File: src/rtl/mem_ext_loader.sv
// Host-side loader: byte command stream in, single-cycle IMEM/DMEM access pulses out, read-back bytes on tx.
// Optional status byte after every command is enabled by defining LOADER_ACK_EN.
module mem_ext_loader #(
    parameter int CNT_W     = 16,
    parameter int ADDR_STEP = 4
) (
    input  logic        clk,
    input  logic        arst_n,
    input  logic [7:0]  rx_data,
    input  logic        rx_valid,
    output logic        rx_ready,
    output logic [7:0]  tx_data,
    output logic        tx_valid,
    input  logic        tx_ready,
    output logic [31:0] addr_ext,
    output logic        wen_ext,
    output logic        ren_ext,
    output logic [31:0] wdata_ext,
    input  logic [31:0] rdata_ext,
    output logic [31:0] addr_ext_2,
    output logic        wen_ext_2,
    output logic        ren_ext_2,
    output logic [31:0] wdata_ext_2,
    input  logic [31:0] rdata_ext_2,
    output logic        cpu_enable,
    output logic        busy,
    output logic        err
);

    typedef enum logic [3:0] {
        ST_IDLE, ST_ADDR, ST_CNT, ST_WDATA, ST_WRITE,
        ST_RD_REQ, ST_RD_CAP, ST_TX, ST_ACK
    } state_t;

    localparam logic [7:0] OP_CLR     = 8'h00;
    localparam logic [7:0] OP_WR_IMEM = 8'h01;
    localparam logic [7:0] OP_WR_DMEM = 8'h02;
    localparam logic [7:0] OP_RD_IMEM = 8'h03;
    localparam logic [7:0] OP_RD_DMEM = 8'h04;
    localparam logic [7:0] OP_RUN     = 8'h05;
    localparam logic [7:0] OP_HALT    = 8'h06;
`ifdef LOADER_ACK_EN
    localparam logic [7:0] STAT_OK    = 8'hA5;
    localparam logic [7:0] STAT_ERR   = 8'hEE;
`endif
    localparam logic [31:0]      ADDR_INC = 32'(ADDR_STEP);
    localparam logic [CNT_W-1:0] CNT_ONE  = CNT_W'(32'd1);

    state_t             state_q, state_d;
    logic [1:0]         bcnt_q, bcnt_d;
    logic [31:0]        addr_q, addr_d;
    logic [CNT_W-1:0]   cnt_q, cnt_d;
    logic [31:0]        wdata_q, wdata_d;
    logic [31:0]        shift_q, shift_d;
    logic               sel_dmem_q, sel_dmem_d;
    logic               is_rd_q, is_rd_d;
    logic               cpu_enable_q, cpu_enable_d;
    logic               err_q, err_d;
    logic               wen_ext_q, wen_ext_d, wen_ext_2_q, wen_ext_2_d;
    logic               ren_ext_q, ren_ext_d, ren_ext_2_q, ren_ext_2_d;
    logic               tx_valid_q, tx_valid_d;
    logic               rx_ready_q, rx_ready_d;
    logic               busy_q, busy_d;

    logic               rx_fire_s, tx_fire_s, done_s, cmd_err_s;
    logic [CNT_W-1:0]   cnt_shift_s;

    // Next-state, datapath and registered-output computation.
    always_comb begin
        state_d      = state_q;
        bcnt_d       = bcnt_q;
        addr_d       = addr_q;
        cnt_d        = cnt_q;
        wdata_d      = wdata_q;
        shift_d      = shift_q;
        sel_dmem_d   = sel_dmem_q;
        is_rd_d      = is_rd_q;
        cpu_enable_d = cpu_enable_q;
        err_d        = err_q;
        done_s       = 1'b0;
        cmd_err_s    = 1'b0;
        rx_fire_s    = rx_valid && rx_ready_q;
        tx_fire_s    = tx_valid_q && tx_ready;
        cnt_shift_s  = (cnt_q << 8) | CNT_W'(rx_data);

        case (state_q)
            ST_IDLE: begin
                if (rx_fire_s) begin
                    case (rx_data)
                        OP_CLR: begin
                            err_d  = 1'b0;
                            done_s = 1'b1;
                        end
                        OP_WR_IMEM, OP_WR_DMEM, OP_RD_IMEM, OP_RD_DMEM: begin
                            if (cpu_enable_q) begin
                                cmd_err_s = 1'b1;
                                done_s    = 1'b1;
                            end else begin
                                sel_dmem_d = (rx_data == OP_WR_DMEM) || (rx_data == OP_RD_DMEM);
                                is_rd_d    = (rx_data == OP_RD_IMEM) || (rx_data == OP_RD_DMEM);
                                bcnt_d     = 2'd0;
                                cnt_d      = '0;
                                state_d    = ST_ADDR;
                            end
                        end
                        OP_RUN: begin
                            cpu_enable_d = 1'b1;
                            done_s       = 1'b1;
                        end
                        OP_HALT: begin
                            cpu_enable_d = 1'b0;
                            done_s       = 1'b1;
                        end
                        default: begin
                            cmd_err_s = 1'b1;
                            done_s    = 1'b1;
                        end
                    endcase
                end else begin
                    state_d = ST_IDLE;
                end
            end
            ST_ADDR: begin
                if (rx_fire_s) begin
                    addr_d = {addr_q[23:0], rx_data};
                    bcnt_d = bcnt_q + 2'd1;
                    if (bcnt_q == 2'd3) begin
                        state_d = ST_CNT;
                    end else begin
                        state_d = ST_ADDR;
                    end
                end else begin
                    state_d = ST_ADDR;
                end
            end
            ST_CNT: begin
                if (rx_fire_s) begin
                    cnt_d = cnt_shift_s;
                    if (bcnt_q == 2'd1) begin
                        bcnt_d = 2'd0;
                        if (cnt_shift_s == '0) begin
                            done_s = 1'b1;
                        end else if (is_rd_q) begin
                            state_d = ST_RD_REQ;
                        end else begin
                            state_d = ST_WDATA;
                        end
                    end else begin
                        bcnt_d = bcnt_q + 2'd1;
                    end
                end else begin
                    state_d = ST_CNT;
                end
            end
            ST_WDATA: begin
                if (rx_fire_s) begin
                    wdata_d = {wdata_q[23:0], rx_data};
                    bcnt_d  = bcnt_q + 2'd1;
                    if (bcnt_q == 2'd3) begin
                        state_d = ST_WRITE;
                    end else begin
                        state_d = ST_WDATA;
                    end
                end else begin
                    state_d = ST_WDATA;
                end
            end
            ST_WRITE: begin
                addr_d = addr_q + ADDR_INC;
                cnt_d  = cnt_q - CNT_ONE;
                if (cnt_q == CNT_ONE) begin
                    done_s = 1'b1;
                end else begin
                    state_d = ST_WDATA;
                end
            end
            ST_RD_REQ: begin
                state_d = ST_RD_CAP;
            end
            ST_RD_CAP: begin
                shift_d = sel_dmem_q ? rdata_ext_2 : rdata_ext;
                bcnt_d  = 2'd0;
                state_d = ST_TX;
            end
            ST_TX: begin
                if (tx_fire_s) begin
                    shift_d = {shift_q[23:0], 8'h00};
                    bcnt_d  = bcnt_q + 2'd1;
                    if (bcnt_q == 2'd3) begin
                        addr_d = addr_q + ADDR_INC;
                        cnt_d  = cnt_q - CNT_ONE;
                        if (cnt_q == CNT_ONE) begin
                            done_s = 1'b1;
                        end else begin
                            state_d = ST_RD_REQ;
                        end
                    end else begin
                        state_d = ST_TX;
                    end
                end else begin
                    state_d = ST_TX;
                end
            end
            ST_ACK: begin
                if (tx_fire_s) begin
                    state_d = ST_IDLE;
                end else begin
                    state_d = ST_ACK;
                end
            end
            default: begin
                state_d = ST_IDLE;
            end
        endcase

        // Every finished command funnels through here so the status byte sees the same outcome.
`ifdef LOADER_ACK_EN
        state_d = done_s ? ST_ACK : state_d;
        shift_d = done_s ? {(cmd_err_s ? STAT_ERR : STAT_OK), 24'h000000} : shift_d;
`else
        state_d = done_s ? ST_IDLE : state_d;
`endif
        err_d = cmd_err_s ? 1'b1 : err_d;

        wen_ext_d   = (state_d == ST_WRITE)  && !sel_dmem_d;
        wen_ext_2_d = (state_d == ST_WRITE)  &&  sel_dmem_d;
        ren_ext_d   = (state_d == ST_RD_REQ) && !sel_dmem_d;
        ren_ext_2_d = (state_d == ST_RD_REQ) &&  sel_dmem_d;
        tx_valid_d  = (state_d == ST_TX) || (state_d == ST_ACK);
        rx_ready_d  = (state_d == ST_IDLE) || (state_d == ST_ADDR) ||
                      (state_d == ST_CNT)  || (state_d == ST_WDATA);
        busy_d      = (state_d != ST_IDLE);
    end

    // State and output registers.
    always_ff @(posedge clk or negedge arst_n) begin
        if (!arst_n) begin
            state_q      <= ST_IDLE;
            bcnt_q       <= 2'd0;
            addr_q       <= 32'h0000_0000;
            cnt_q        <= '0;
            wdata_q      <= 32'h0000_0000;
            shift_q      <= 32'h0000_0000;
            sel_dmem_q   <= 1'b0;
            is_rd_q      <= 1'b0;
            cpu_enable_q <= 1'b0;
            err_q        <= 1'b0;
            wen_ext_q    <= 1'b0;
            wen_ext_2_q  <= 1'b0;
            ren_ext_q    <= 1'b0;
            ren_ext_2_q  <= 1'b0;
            tx_valid_q   <= 1'b0;
            rx_ready_q   <= 1'b0;
            busy_q       <= 1'b0;
        end else begin
            state_q      <= state_d;
            bcnt_q       <= bcnt_d;
            addr_q       <= addr_d;
            cnt_q        <= cnt_d;
            wdata_q      <= wdata_d;
            shift_q      <= shift_d;
            sel_dmem_q   <= sel_dmem_d;
            is_rd_q      <= is_rd_d;
            cpu_enable_q <= cpu_enable_d;
            err_q        <= err_d;
            wen_ext_q    <= wen_ext_d;
            wen_ext_2_q  <= wen_ext_2_d;
            ren_ext_q    <= ren_ext_d;
            ren_ext_2_q  <= ren_ext_2_d;
            tx_valid_q   <= tx_valid_d;
            rx_ready_q   <= rx_ready_d;
            busy_q       <= busy_d;
        end
    end

    assign rx_ready    = rx_ready_q;
    assign tx_data     = shift_q[31:24];
    assign tx_valid    = tx_valid_q;
    assign addr_ext    = addr_q;
    assign addr_ext_2  = addr_q;
    assign wdata_ext   = wdata_q;
    assign wdata_ext_2 = wdata_q;
    assign wen_ext     = wen_ext_q;
    assign wen_ext_2   = wen_ext_2_q;
    assign ren_ext     = ren_ext_q;
    assign ren_ext_2   = ren_ext_2_q;
    assign cpu_enable  = cpu_enable_q;
    assign busy        = busy_q;
    assign err         = err_q;

endmodule

File: config.mk
export PLATFORM = sky130hd
export DESIGN_NAME = mem_ext_loader
export DESIGN_NICKNAME = d
export VERILOG_FILES = /design/src/rtl/mem_ext_loader.sv
export SDC_FILE = /design/constraint.sdc
export NUM_CORES = 1
export LEC_CHECK = 0
export ABC_AREA = 1
export BUFFER_PORTS_ARGS = -buffer_cell sky130_fd_sc_hd__clkbuf_2
export CAP_MARGIN = 20
export CORE_ASPECT_RATIO = 1.25
export CORE_UTILIZATION = 58
export DETAILED_ROUTE_END_ITERATION = 10
export HOLD_SLACK_MARGIN = 0.1
export PLACE_DENSITY = 0.87
export SYNTH_ARGS = -nofsm -noshare
export SYNTH_HDL_FRONTEND = slang
export SYNTH_SLANG_ARGS = --single-unit
File: constraint.sdc
create_clock -name clk -period 5.5 [get_ports clk]
set_input_delay 0.275 -clock clk [delete_from_list [all_inputs] [get_ports clk]]
set_output_delay 0.275 -clock clk [all_outputs]
set_load 0.03 [all_outputs]
* After elaboration in Yosys (flattened, before gate mapping)
Cells that the tools add are included.
** Word-level totals
- Output and inout bits :: 145
- Word-level logic and storage cells :: 153
- Bits of input ports :: 76
- Register bits :: 129
** Cells by class
- Equal/unequal tests :: 32
- Add/subtract/negate cells :: 3
- Muxes and demuxes :: 62
- Reduce and logical (&&, ||, !) cells :: 37
- Bitwise logic cells :: 2
** Operator list (count)
- $mux W32 :: 5
- $mux W16 :: 6
- $pmux W32 S3 :: 1
- $pmux W16 S4 :: 1
- $pmux W32 S2 :: 1
- $mux W4 :: 14
- $pmux W4 S9 :: 1
- $add A32 B3 Y32 const B :: 1
- $eq A4 B3 Y1 const B :: 7
- $eq A8 B3 Y1 const B :: 3
- $mux W1 :: 19
- $eq A16 B1 Y1 const B :: 1
- $eq A4 B2 Y1 const B :: 4
- $eq A8 B2 Y1 const B :: 2
- $logic_not A16 Y1 :: 1
- $mux W2 :: 8
- $or A16 B8 Y16 :: 1
- $sub A16 B1 Y16 const B :: 1
- $reduce_and A7 Y1 :: 2
- $ne A2 B2 Y1 const B :: 6
- $pmux W2 S5 :: 1
- $reduce_bool A2 Y1 :: 5
- $eq A4 B1 Y1 const B :: 2
- $eq A4 B4 Y1 const B :: 2
- other kinds (23) :: 41

* Longest topological paths before layout
Gate-level depths: netlist of the first run.
- Depth after elaboration :: 11
- Mapped depth :: 14
- Gate-level depth less buffers :: 14

* Least setup slack after synthesis of the first run
No wires, ideal clock.
- Path type :: flip-flop to flip-flop
- From :: reg addr_q[3] (netlist: addr_ext[3])
- To :: reg addr_q[20] (netlist: addr_ext[20])
- Path buffers :: 0
- Period minus slack after synthesis :: 2.003 ns
- Library setup time :: 0.123 ns
- Data arrival time :: 1.880 ns
- Data required time :: 5.377 ns
- Stages on the path, launching flop included :: 10
- Slack :: 3.497 ns
- Path through :: dfrtp_1 ha_1 nand3_1 nor3_2 nand2_1 nor2_1 nand2_1 xor2_1 o21ai_0 nand2_1
** Between the ends
- Word-level cells in the longest chain between the ends :: 4
** Ends and longest elaborated chain
- start, declared :: RTL line 51 : logic [31:0] addr_q, addr_d;
- start signal, assigned :: RTL line 258 : addr_q <= addr_d;
- $add A32 B3 Y32 (*) :: RTL line 169, 190
- $mux W32 :: RTL line 189 : if (bcnt_q == 2'd3) begin
- $mux W32 :: RTL line 186 : if (tx_fire_s) begin
- $pmux W32 S3 (*) :: RTL line 86 : case (state_q)
Mark *: on every way between the ends. The rest lies on a longest branch, timed or not. The select of a mux whose other input is x is not followed.
A chain may end at the register's enable or synchronous reset.

* Final worst setup path of the first run
- From :: reg state_q[1]
- To :: reg addr_q[15] (netlist: addr_ext[15])
** Between the ends
- Word-level cells in the longest chain between the ends :: 3
- Elaborated cells on any way between the ends :: 9
- Classes of those cells :: 6 x eq/ne; 1 x mux; 2 x reduce/logical
** Ends and longest elaborated chain
- start, declared :: RTL line 49 : state_t state_q, state_d;
- start signal, assigned :: RTL line 256 : state_q <= state_d;
- $eq A4 B3 Y1 / $eq A4 B1 Y1 (equally long branches) :: RTL line 86
- $ne A2 B2 Y1 (no source line) / $reduce_bool A3 Y1 (equally long branches)
- $reduce_and A4 Y1 (no source line)
Several ways; a longest one is shown, not always the timed one.

==> results of run 1 <==
state kept, by name, indices dropped and copies added (netlist names):
register,count
addr_ext,32
wdata_ext,32
cnt_q,16
err,1
shift_q,32
ren_ext_2,1
bcnt_q,2
wen_ext_2,1
ren_ext,1
tx_valid,1
sel_dmem_q,1
is_rd_q,1
cpu_enable,1
state_q,4
wen_ext,1
busy,1
rx_ready,1
power groups by stage:
| stage | sequential, mW | combinational, mW | clock (mW) |
|---|---|---|---|
| finish | 1.68 | 2.05 | 1.17 |
| global route | 1.73 | 2.21 | 1.23 |
| detailed placement | 1.69 | 2.02 | 0 |
| floorplan | 1.88 | 1.42 | 0 |
| global placement | 1.68 | 1.99 | 0 |
| CTS | 1.68 | 2.04 | 1.18 |
critical path, cell delays in order, from the launching register on:
cell,delay [ps]
dfrtp_1,460
inv_2,150
nand2_2,100
a21oi_2,130
buf_4,350
nor2_1,130
nor2_4,590
inv_2,420
a21oi_1,260
o21ai_1,100
o21ai_1,100
path summary, 6_finish.rpt:
| check | endpoint | from | depth (start not counted) | slack [ps] |
|---|---|---|---|---|
| setup / recovery | addr_ext[15] | state_q[1] | 10 | 2640 |
| hold / removal | shift_q[4] | rdata_ext[4] | 3 | 160 |
| setup reg to reg | addr_ext[15] | state_q[1] | 10 | 2640 |
| hold reg to reg | err | err | 2 | 490 |
| max in group asynchronous | addr_ext[21] | arst_n | 3 | 3760 |
| min in group asynchronous | shift_q[25] | arst_n | 2 | 400 |
cells by family after synthesis:
| kind of cell | after synthesis | synth area share [%] |
|---|---|---|
| AOI/OAI and AO/OA | 195 | 14.0 |
| xor gates and xnor gates | 14 | 1.53 |
| adders and majority gates | 7 | 1.09 |
| buffers and inverters | 202 | 13.6 |
| DFF | 129 | 40.3 |
| muxes | 8 | 1.00 |
| and+or+nand+nor | 509 | 28.5 |
synthesized netlist by cell type (4+ instances only):
cell type,instances,area (µm²)
a21oi_1,38,190
a31oi_1,27,169
buf_2,11,55.1
buf_4,80,601
clkbuf_1,17,63.8
dfrtp_1,129,3230
ha_1,7,87.6
inv_1,81,304
inv_2,6,22.5
mux2i_1,8,80.1
nand2_1,270,1010
nand2_2,5,31.3
nand2_4,4,45.0
nand3_1,43,215
nand3b_1,6,45.0
nand4_1,14,87.6
nor2_1,104,390
nor2_2,4,25.0
nor3_1,14,70.1
nor4_1,6,37.5
o211ai_1,26,195
o21ai_0,45,225
o21ai_1,35,175
o22ai_1,15,93.8
or2_2,27,169
xor2_1,12,105
through the flow:
step                      cell area (µm²)  cells  setup WS (ps)  total power, mW  util [%]
after floorplan                      8010   1064           3500             3.30         -
after global placement               8600   1345           2810             3.67      64.4
after detailed placement             8600   1345           2730             3.71      64.4
after CTS                            9220   1378           2670             4.90      69.1
after global routing                 9250   1379           2420             5.17      69.3
final                                9250   1379           2640             4.90      69.3
what timing repair did:
| action | CTS | global route |
|---|---|---|
| buffers inserted | 0 | 0 |
| hold buffers | 1 | 0 |
| endpoints found under the hold margin | 56 | 0 |
routing by layer:
| metal | wire [µm] | global-route usage, % |
|---|---|---|
| met5 | 0 | 0 |
| met1 | 8710 | 40.2 |
| met3 | 1890 | 6.21 |
| met4 | 733 | 12.6 |
| met2 | 10400 | 49.6 |
final cells by class:
cell class                      instances  area share [%]
Multi-Input combinational cell        733            40.0
Sequential cell                       129            34.9
Timing Repair Buffer                  225            12.6
Clock buffer                           19            4.68
Inverter                               89            3.61
Tap cell                              171            2.31
Clock inverter                         13            1.93
==> summary.txt, run 1 <==
Run status
  • Status: complete, no violations

GRT
  • Initial antenna violation count: 0
  • Pin count of the biggest net entering global routing: 74
  • First-pass GRT wire length: 34300 µm
  • Total Routing Usage GR: between 30% and 40%
  • Vias in the first global route: just under 7000
  • Gr ovfl total: 0

Floorplan
  • # rows: 47
  • Die Area: roughly 14000 µm²
  • I/O pin count: ~220
  • Die Ht: 133 µm
  • Initial Util: 60.0%
  • Die width: about 110 µm
  • Core ar.: about 13000 µm²

CTS
  • CTS max path bufs: 2
  • CTS tree: yes
  • Clock slew at reported path FFs: approximately 60 ps
  • Post_cts resized: 0
  • CTS Sinks: between 100 and 150
  • Clk_lat worst skew: about 420 ps
  • H-tree Lvls: 4
  • Num CTS Buffers: 17
  • CTS root buf: clkbuf_16

Logic synthesis
  • Synth async-reset ratio: 100%
  • Synth unique cells: 47
  • Seq/Total Area, Yosys: between 40% and 50%
  • Most used DFF post-synth: dfrtp_1
  • EDFF count, synth: 0
  • Synthesized cell area: approximately 8000 µm²
  • Syn_nets: 1147
  • Synth Area per Inst: 7.53 µm²
  • #FFs+latches synth: approximately 130
  • Cells after Synth: about 1100
  • Yosys warning total: 0

Timing
  • Fmax: around 350 MHz
  • Final TNS setup: 0 ps
  • Final period util: 52.1%
  • Slew headroom: a little under a third
  • Least-Margin Pin Slew: about 1000 ps
  • Minimum clock period: roughly 2900 ps
  • Hold slack: 159 ps
  • # setup viols final: 0
  • Final Max Tran Viols: 0
  • Final hold vios: 0
  • RSZ-0062 raised after global routing: no
  • Layout Skew: approximately 8 ps

Power and ir drop
  • Max VDD drop: around 470 µV
  • Logic gate share of total power: a little over two fifths
  • Pint: 2.58 mW
  • Net Switching: ~2.3 mW
  • Clock Power Share: between 20% and 30%
  • Sequential power share: 34.3%
  • Pwr/cell area: approximately 530 nW/µm²
  • Sw frac: a little under half
  • Leak Pwr: 4.81 nW

Finish
  • Commonest non-fill, non-tap cell in the layout: nand2_1
  • Final net count: 1278
  • FF/Latch Area: around 3200 µm²
  • Ant. Diodes: 0
  • Area of the multi-input gates: 3700 µm²
  • # fillers: between 1000 and 1500
  • Most frequent cells in the layout: nand2_1 (270), clkbuf_2 (219), dfrtp_1 (129)
  • Synth-to-Final Area Change: 15.5%
  • Layout cells sized above 1: 25.7%

Placement
  • I/O Buffers: 220
  • Post-DP HPWL: between 15000 and 20000 µm
  • Gpl congestion: roughly 0.95

Route
  • Pre-antenna DRT Iters: 6
  • Drt first-iter violations: between 800 and 900
  • WL per Instance: 15.8 µm
  • Drt drc: 0
  • Antenna Nets Post-Route: 0
  • Routed WL: approximately 22000 µm
  • Vias per cell: 5.65
  • Routed vias: 7785

Critical path
  • Class of the most critical setup path: flip-flop to flip-flop
  • WP data arrival: approximately 3200 ps
  • Worst-path fanout max: 31
  • Endpoint class of the critical path: flip-flop
  • CP required: between 5000 and 6000 ps
  • Worst Setup Start Kind: flip-flop

Job
  • Max Cap Viol: 0

Hold path
  • Hold Path Class: input port to flip-flop
No activity file was read; power rests on OpenSTA's default activity.
==> run 2, diff against run 1 <==
--- a/config.mk
+++ b/config.mk
@@ -5,14 +5,14 @@
 export SDC_FILE = /design/constraint.sdc
 export NUM_CORES = 1
 export LEC_CHECK = 0
-export ABC_AREA = 1
+export ABC_AREA = 0
 export BUFFER_PORTS_ARGS = -buffer_cell sky130_fd_sc_hd__clkbuf_2
 export CAP_MARGIN = 20
 export CORE_ASPECT_RATIO = 1.25
-export CORE_UTILIZATION = 58
+export CORE_UTILIZATION = 53
 export DETAILED_ROUTE_END_ITERATION = 10
 export HOLD_SLACK_MARGIN = 0.1
-export PLACE_DENSITY = 0.87
+export PLACE_DENSITY = 0.82
 export SYNTH_ARGS = -nofsm -noshare
 export SYNTH_HDL_FRONTEND = slang
 export SYNTH_SLANG_ARGS = --single-unit
==> constraint.sdc (replaced) <==
create_clock -name clk -period 2.9 [get_ports clk]
set_input_delay 0.145 -clock clk [delete_from_list [all_inputs] [get_ports clk]]
set_output_delay 0.145 -clock clk [all_outputs]
set_load 0.03 [all_outputs]
==> run 2 against run 1 <==
Critical path depth shrank 3. Combinational power grew to 2.7 times the previous value. Largest cell class unchanged. Count of clock-buffer cells in the layout shrank 1. Critical endpoint is now ren_ext_2. Highest routed layer unchanged. Final cell count shrank 15%. Sequential power grew 100%. Worst hold slack lost 51 ps. Worst setup slack lost 2300 ps. Global-route usage shrank 3.8 points.
==> summary.txt, run 2 <==
Critical path
  • Reg2reg path depth: 9 (-1)
  • WP data arrival: 2880 ps (-330 ps)
  • Endpoint class of the critical path: flip-flop
  • Worst reg2reg setup slack: 460 ps (-2180 ps)
  • Max incr delay on CP: 570 ps (-20 ps)
  • Crit-path most repeated cell: or4_4
  • CP max-delay cell: or4_4
  • CP top delay family: simple AND/OR/NAND/NOR gates
  • Class of the most critical setup path: input port to flip-flop
  • Worst Setup Start Kind: input port
  • Worst-path fanout max: 5 (-84%)
  • Launch point of the worst reg-to-reg path: cnt_q[0]
  • Worst-path cell chain: dlygate4sd3_1 > clkbuf_2 > or4_4 > or2_0 > or4_4 > o41ai_4 > nor4b_2
  • Reg2reg end: ren_ext
  • CP required: 3220 ps (-2620 ps)
  • CP bufs+invs: 2 (-1)

Route
  • Drt first-iter violations: 430 (-47%)
  • Drt drc: 0 (unchanged)
  • Routed vias: 6871 (-12%)
  • Routed WL: 19500 µm (-11%)
  • Antenna Nets Post-Route: 0 (unchanged)
  • Pre-antenna DRT Iters: 6 (unchanged)
  • WL per Instance: 16.5 µm (+4.6%)
  • Vias per cell: 5.83 (+3.2%)

Placement
  • Dpl cell area: 8270 µm² (-3.8%)
  • Placed insts: 1128 (-16%)
  • Post-DP HPWL: 13200 µm (-14%)
  • I/O Buffers: 220 (unchanged)
  • Gpl congestion: 0.890 (-5.9%)

CTS
  • CTS max path bufs: 2 (unchanged)
  • Num CTS Buffers: 17 (unchanged)
  • CTS tree: yes
  • Clk_lat worst skew: 420 ps (about the same)
  • CTS root buf: clkbuf_16
  • Clock slew at reported path FFs: 60 ps (about the same)
  • H-tree Lvls: 4 (unchanged)
  • # Post-CTS Setup Buffers: 0 (unchanged)
  • CTS Sinks: 129 (unchanged)

Timing
  • Final period util: 88.3%
  • RSZ-0062 raised after global routing: no
  • Final TNS setup: 0 ps (unchanged)
  • Layout Skew: 9.92 ps (+2.04 ps)
  • Fmax: 390 MHz
  • Least-Margin Pin Slew: 950 ps (-72.5 ps)
  • Hold slack: 107 ps (-51.1 ps)
  • Minimum clock period: about 2600 ps
  • Final hold vios: 0 (unchanged)
  • # setup viols final: 0 (unchanged)
  • Slew headroom: 36.6% (+4.9 points)
  • Final Max Tran Viols: 0 (unchanged)

Logic synthesis
  • #FFs+latches synth: 129 (unchanged)
  • Top cell type's share of synthesized area: 43.1% (+2.8 points)
  • Seq/Total Area, Yosys: 43.1% (+2.8 points)
  • Top post-synthesis cells by area: dfrtp_1 (43%), buf_4 (7.2%), o21ai_0 (7.0%)
  • EDFF count, synth: 0 (unchanged)
  • Top-count cell post-synth: dfrtp_1
  • Cells after Synth: 840 (-21%)
  • Syn_nets: 923 (-20%)
  • Synthesized cell area: 7490 µm² (-6.5%)
  • Most used DFF post-synth: dfrtp_1
  • Yosys warning total: 0 (unchanged)
  • Synth Area per Inst: 8.91 µm² (+18%)
  • Dominant cell type by area after synthesis: dfrtp_1
  • Commonest cells in the netlist: dfrtp_1 (129), o21ai_0 (104), nand2_1 (95)
  • Synth async-reset ratio: 100% (unchanged)
  • Synth unique cells: 61 (+30%)

Power and ir drop
  • Logic gate share of total power: 49.5% (+7.7 points)
  • Max VDD drop: 1000 µV (+110%)
  • Leak Pwr: 4.28 nW (-11%)
  • Net Switching: 5.47 mW (+140%)
  • Sw frac: 49.1% (+1.7 points)
  • Clock Power Share: 20.1% (-3.8 points)
  • Pwr/cell area: 1230 nW/µm² (+130%)
  • Pint: 5.68 mW (+120%)
  • Power Total: 11.1 mW (+130%)
  • Sequential power share: 30.4% (-3.9 points)

Hold path
  • Hold Path Class: input port to flip-flop
  • Worst Hold Path EP: wdata_ext[7]
  • Hold path startpoint: rx_data[7]
  • Hold path cells: 2 (-1)

GRT
  • Gr ovfl total: 0 (unchanged)
  • Initial antenna violation count: 0 (unchanged)
  • First-pass GRT wire length: 31000 µm (-9.4%)
  • Total Routing Usage GR: 26.9% (-3.8 points)
  • Met3 usage in global routing: 4.20% (-2.0 points)
  • GR Util met1: 33.5% (-6.7 points)
  • Pin count of the biggest net entering global routing: 75 (+1.4%)
  • Vias in the first global route: 6362 (-7.1%)
  • GRT busiest layer: met2
  • GRT met2 Usage: 46.6% (-3.1 points)

Floorplan
  • Initial Util: 54.2% (-5.8 points)
  • # rows: 48 (+2.1%)
  • Die width: 108 µm (+1.1%)
  • Die Ht: 135 µm (+1.1%)
  • Die Area: 14600 µm² (+2.2%)
  • Core ar.: 13800 µm² (+3.5%)
  • I/O pin count: 221 (unchanged)

Finish
  • Design Area, Final: 9080 µm² (-1.8%)
  • Most frequent cells in the layout: clkbuf_2 (219), dfrtp_1 (128), o21ai_0 (104)
  • Layout cells sized above 1: 32.0% (+6.2 points)
  • Final net count: 1074 (-16%)
  • Synth-to-Final Area Change: 21.3%
  • Non-filler cells, final: 1179 (-15%)
  • Commonest non-fill, non-tap cell in the layout: clkbuf_2
  • Ant. Diodes: 0 (unchanged)

Run status
  • Status: complete, no violations

Job
  • Max Cap Viol: 0 (unchanged)
==> run 2: changes by cell type in the layout (fill, tap and decap cells not counted), sizes merged, moves of 25 or more <==
cell / delta
mux2i: +25
o21ai: +37
nor2: -71
nand2: -184
mux2: +34
inv: -73
a21oi: +29
o211ai: -26
==> run 2: worst max path at each step <==
stage | from | end | slack, ps | depth (start not counted)
5_1_grt | rx_data[6] | ren_ext_2 | 250 | 7
3_5_place_dp | rx_data[6] | ren_ext_2 | 480 | 6
2_1_floorplan | addr_ext[2] | addr_ext[30] | 560 | 7
4_1_cts | rx_data[6] | ren_ext_2 | 360 | 7
3_3_place_gp | rx_data[6] | ren_ext_2 | 510 | 6
6_report | rx_data[6] | ren_ext_2 | 340 | 7
==> run 2: power by group through the flow <==
stage / Combinational [mW] / Sequential (mW) / Clock (mW)
finish: 5.52 / 3.39 / 2.24
global placement: 5.37 / 3.36 / 0
global route: 5.99 / 3.50 / 2.34
floorplan: 3.83 / 3.91 / 0
CTS: 5.52 / 3.37 / 2.27
detailed placement: 5.48 / 3.39 / 0
==> run 2: per-stage QoR <==
step	setup WS, ps	util, %
after floorplan	555	-
after global routing	245	65.8
after global placement	506	59.9
after detailed placement	482	59.9
after CTS	360	65.8
final	338	65.8
==> run 2: cells by family (layout without fill, tap and decap cells) <==
group	count (synthesis)	after routing	synth area share [%]
XOR/XNOR	1	1	0.117
AO/OA/AOI/OAI	257	257	20.2
adder cells (fa/ha/maj)	7	7	1.17
buffers and inverters	140	304	10.6
AND/OR/NAND/NOR	239	239	15.3
multiplexers	67	67	9.52
flip-flops	129	129	43.1
==> run 2: layout make-up <==
cell class              count  area (µm²)
flip-flops and latches    129        3230
clock buffers              18         439
inverters                  15        56.3
repair buffers            257        1460
clock inverters            14         180
fillers                  1174        4730
multi-input cells         571        3500
well taps                 175         219
==> run 2: per-layer routing <==
layer / share of wire, % / up-vias
met2: 52 / 292
met1: 40 / 3297
met5: 0 / -
met3: 5.9 / 35
met4: 2.1 / 0
li1: - / 3247
==> run 2: what timing repair did <==
| action | in CTS | in global routing |
|---|---|---|
| hold endpoints to repair | 88 | 0 |
| hold buffers | 19 | 0 |
| resized for setup | 0 | 0 |
| setup endpoints to repair | 0 | 0 |
==> run 2: worst register-to-register path, delay by kind of cell (launching register included) <==
family	cells	cell delay (ps)
AO/OA/AOI/OAI	3	620
adder cells (fa/ha/maj)	1	160
buffers and inverters	2	340
flip-flops	1	420
AND/OR/NAND/NOR	3	780
==> run 3, diff against run 2 <==
--- a/config.mk
+++ b/config.mk
@@ -13,6 +13,7 @@
 export DETAILED_ROUTE_END_ITERATION = 10
 export HOLD_SLACK_MARGIN = 0.1
 export PLACE_DENSITY = 0.82
+export REMOVE_ABC_BUFFERS = 1
 export SYNTH_ARGS = -nofsm -noshare
 export SYNTH_HDL_FRONTEND = slang
 export SYNTH_SLANG_ARGS = --single-unit
==> run 3 against run 2 <==
Power grew 0.14%. Die area unchanged. Maximum frequency is 5.7% lower. Clock power shrank 3%. Via count is 1.1% higher. Register-to-register slack worse by 180 ps. Count of clock-buffer cells in the layout unchanged. Sequential share of layout area decreased by 0.14 points. Largest cell class unchanged.
==> summary.txt, run 3 (synthesis results as in run 2) <==
Finish
  • Synth-to-Final Area Change: 21.8%
  • Area of the multi-input gates: 3510 µm² (+0.18%)
  • Commonest non-fill, non-tap cell in the layout: clkbuf_2
  • Layout cells sized above 1: 32.1% (+0.14 points)
  • Most frequent cells in the layout: clkbuf_2 (219), dfrtp_1 (128), o21ai_0 (104)
  • Final cell utilization of the core: 66.0% (+0.25 points)
  • Ant. Diodes: 0 (unchanged)
  • FF/Latch Area: 3230 µm² (unchanged)
  • # fillers: 1090 (-7.2%)
  • Final net count: 1079 (+0.47%)
  • Non-filler cells, final: 1184 (+0.42%)
  • Design Area, Final: 9120 µm² (+0.39%)

Floorplan
  • Die Ht: 135 µm (unchanged)
  • # rows: 48 (unchanged)
  • Core ar.: 13800 µm² (unchanged)
  • Initial Util: 54.2% (unchanged)
  • I/O pin count: 221 (unchanged)
  • Die width: 108 µm (unchanged)
  • Die Area: 14600 µm² (unchanged)

Hold path
  • Hold Path Class: input port to flip-flop
  • Hold path startpoint: tx_ready

Critical path
  • CP top delay family: simple AND/OR/NAND/NOR gates
  • Max incr delay on CP: 610 ps (+40 ps)
  • Worst-path cell chain: dlygate4sd3_1 > clkbuf_2 > or4_4 > or2_0 > or4_4 > and3_1 > a21o_1 > nor4_2
  • Launch point of the worst reg-to-reg path: cnt_q[0]
  • Endpoint class of the critical path: flip-flop
  • Class of the most critical setup path: input port to flip-flop
  • Crit-path most repeated cell: or4_4
  • Worst Setup Start Kind: input port
  • WP data arrival: 3030 ps (+150 ps)
  • CP max-delay cell: or4_4
  • Worst-path fanout max: 6 (+1)
  • CP bufs+invs: 2 (unchanged)
  • CP required: 3210 ps (about the same)
  • Crit path launch: rx_data[6]

CTS
  • Clk_lat worst skew: 420 ps (about the same)
  • CTS max path bufs: 2 (unchanged)
  • H-tree Lvls: 4 (unchanged)
  • CTS tree: yes
  • Clock slew at reported path FFs: 60 ps (about the same)
  • # Post-CTS Setup Buffers: 0 (unchanged)
  • Num CTS Buffers: 17 (unchanged)
  • CTS root buf: clkbuf_16
  • CTS Sinks: 129 (unchanged)

Run status
  • Status: complete, no violations

Placement
  • Post-DP HPWL: 13400 µm (+1.4%)
  • Dpl cell area: 8310 µm² (+0.38%)
  • Gpl congestion: 0.896 (+0.64%)
  • Post-Place Worst Slack: 344 ps (-138 ps)
  • I/O Buffers: 220 (unchanged)
  • Placed insts: 1131 (+0.27%)

Timing
  • Layout Skew: 9.34 ps (-0.584 ps)
  • Post-route setup slack: 183 ps (-155 ps)
  • # setup viols final: 0 (unchanged)
  • Minimum clock period: 2720 ps (+155 ps)
  • Final Max Tran Viols: 0 (unchanged)
  • Slew headroom: 38.2% (+1.5 points)
  • Fmax: 368 MHz (-5.7%)
  • RSZ-0062 raised after global routing: no
  • Final period util: 93.7% (+5.3 points)
  • Final hold vios: 0 (unchanged)
  • Least-Margin Pin Slew: 927 ps (-22.8 ps)

Route
  • Routed vias: 6948 (+1.1%)
  • Pre-antenna DRT Iters: 6 (unchanged)
  • Drt drc: 0 (unchanged)
  • WL per Instance: 16.6 µm (+0.28%)
  • Antenna Nets Post-Route: 0 (unchanged)
  • Vias per cell: 5.87 (+0.69%)
  • Routed WL: 19600 µm (+0.71%)
  • Drt first-iter violations: 730 (+70%)

Power and ir drop
  • Max VDD drop: 898 µV (-10%)
  • Power Total: 11.2 mW (+0.14%)
  • Pwr/cell area: 1220 nW/µm² (-0.24%)
  • Leak Pwr: 4.30 nW (+0.36%)

Job
  • Max Cap Viol: 0 (unchanged)

GRT
  • First-pass GRT wire length: 31000 µm (-0.24%)
  • Gr ovfl total: 0 (unchanged)
  • Pin count of the biggest net entering global routing: 75 (unchanged)
  • Vias in the first global route: 6412 (+0.79%)
  • Total Routing Usage GR: 26.8% (-0.15 points)
  • Initial antenna violation count: 0 (unchanged)
-- run 3: cell count changes in the layout (fill, tap and decap cells not counted), sizes merged --
cell,change
dlygate4sd3,+2
bufinv,-1
inv,+4
buf,+3
clkinv,-3
-- run 3: final timing paths --
check,endpoint,slack (ps),cells after the start
max reg2reg,ren_ext,280,8
min reg2reg,shift_q[4],470,2
max in group asynchronous,cnt_q[11],1710,3
min,tx_valid,110,4
max,ren_ext,180,8
min in group asynchronous,wdata_ext[16],340,2
-- run 3: cell type report --
type	instances	share of cell area, %
Clock buffer	18	4.71
Tap cell	175	2.40
Timing Repair Buffer	262	16.5
Sequential cell	129	35.4
Inverter	15	0.617
Multi-Input combinational cell	571	38.5
Clock inverter	14	1.84
-- run 3: repair_timing --
action,4_1_cts,5_1_grt
gates resized for setup,0,1
endpoints found under the setup margin,0,1
hold buffers,21,0
hold endpoints to repair,69,0
-- run 3: stage by stage --
| step | TNS [ps] | hold WS (ps) |
|---|---|---|
| final | 0 | 113 |
| after global routing | 0 | 156 |
| after CTS | 0 | 111 |
| after detailed placement | 0 | 247 |
| after global placement | 0 | 234 |
| after floorplan | -20830 | -151 |
-- run 3: where the power goes --
part	switching [mW]	total, mW	internal, mW
registers	0.899	3.41	2.51
logic	3.75	5.57	1.82
clock network	0.879	2.17	1.29
-- run 3: worst min-delay path: stages --
cell	delay (ps)
clkbuf_2	90
nand3_1	120
a21oi_1	80
nand2_1	60
-- run 3: layer usage --
| layer | GRT usage (%) | wire length [µm] |
|---|---|---|
| met3 | 4.34 | 1010 |
| met1 | 32.8 | 7970 |
| met4 | 10.4 | 467 |
| met2 | 46.8 | 10200 |
| met5 | 0 | 0 |
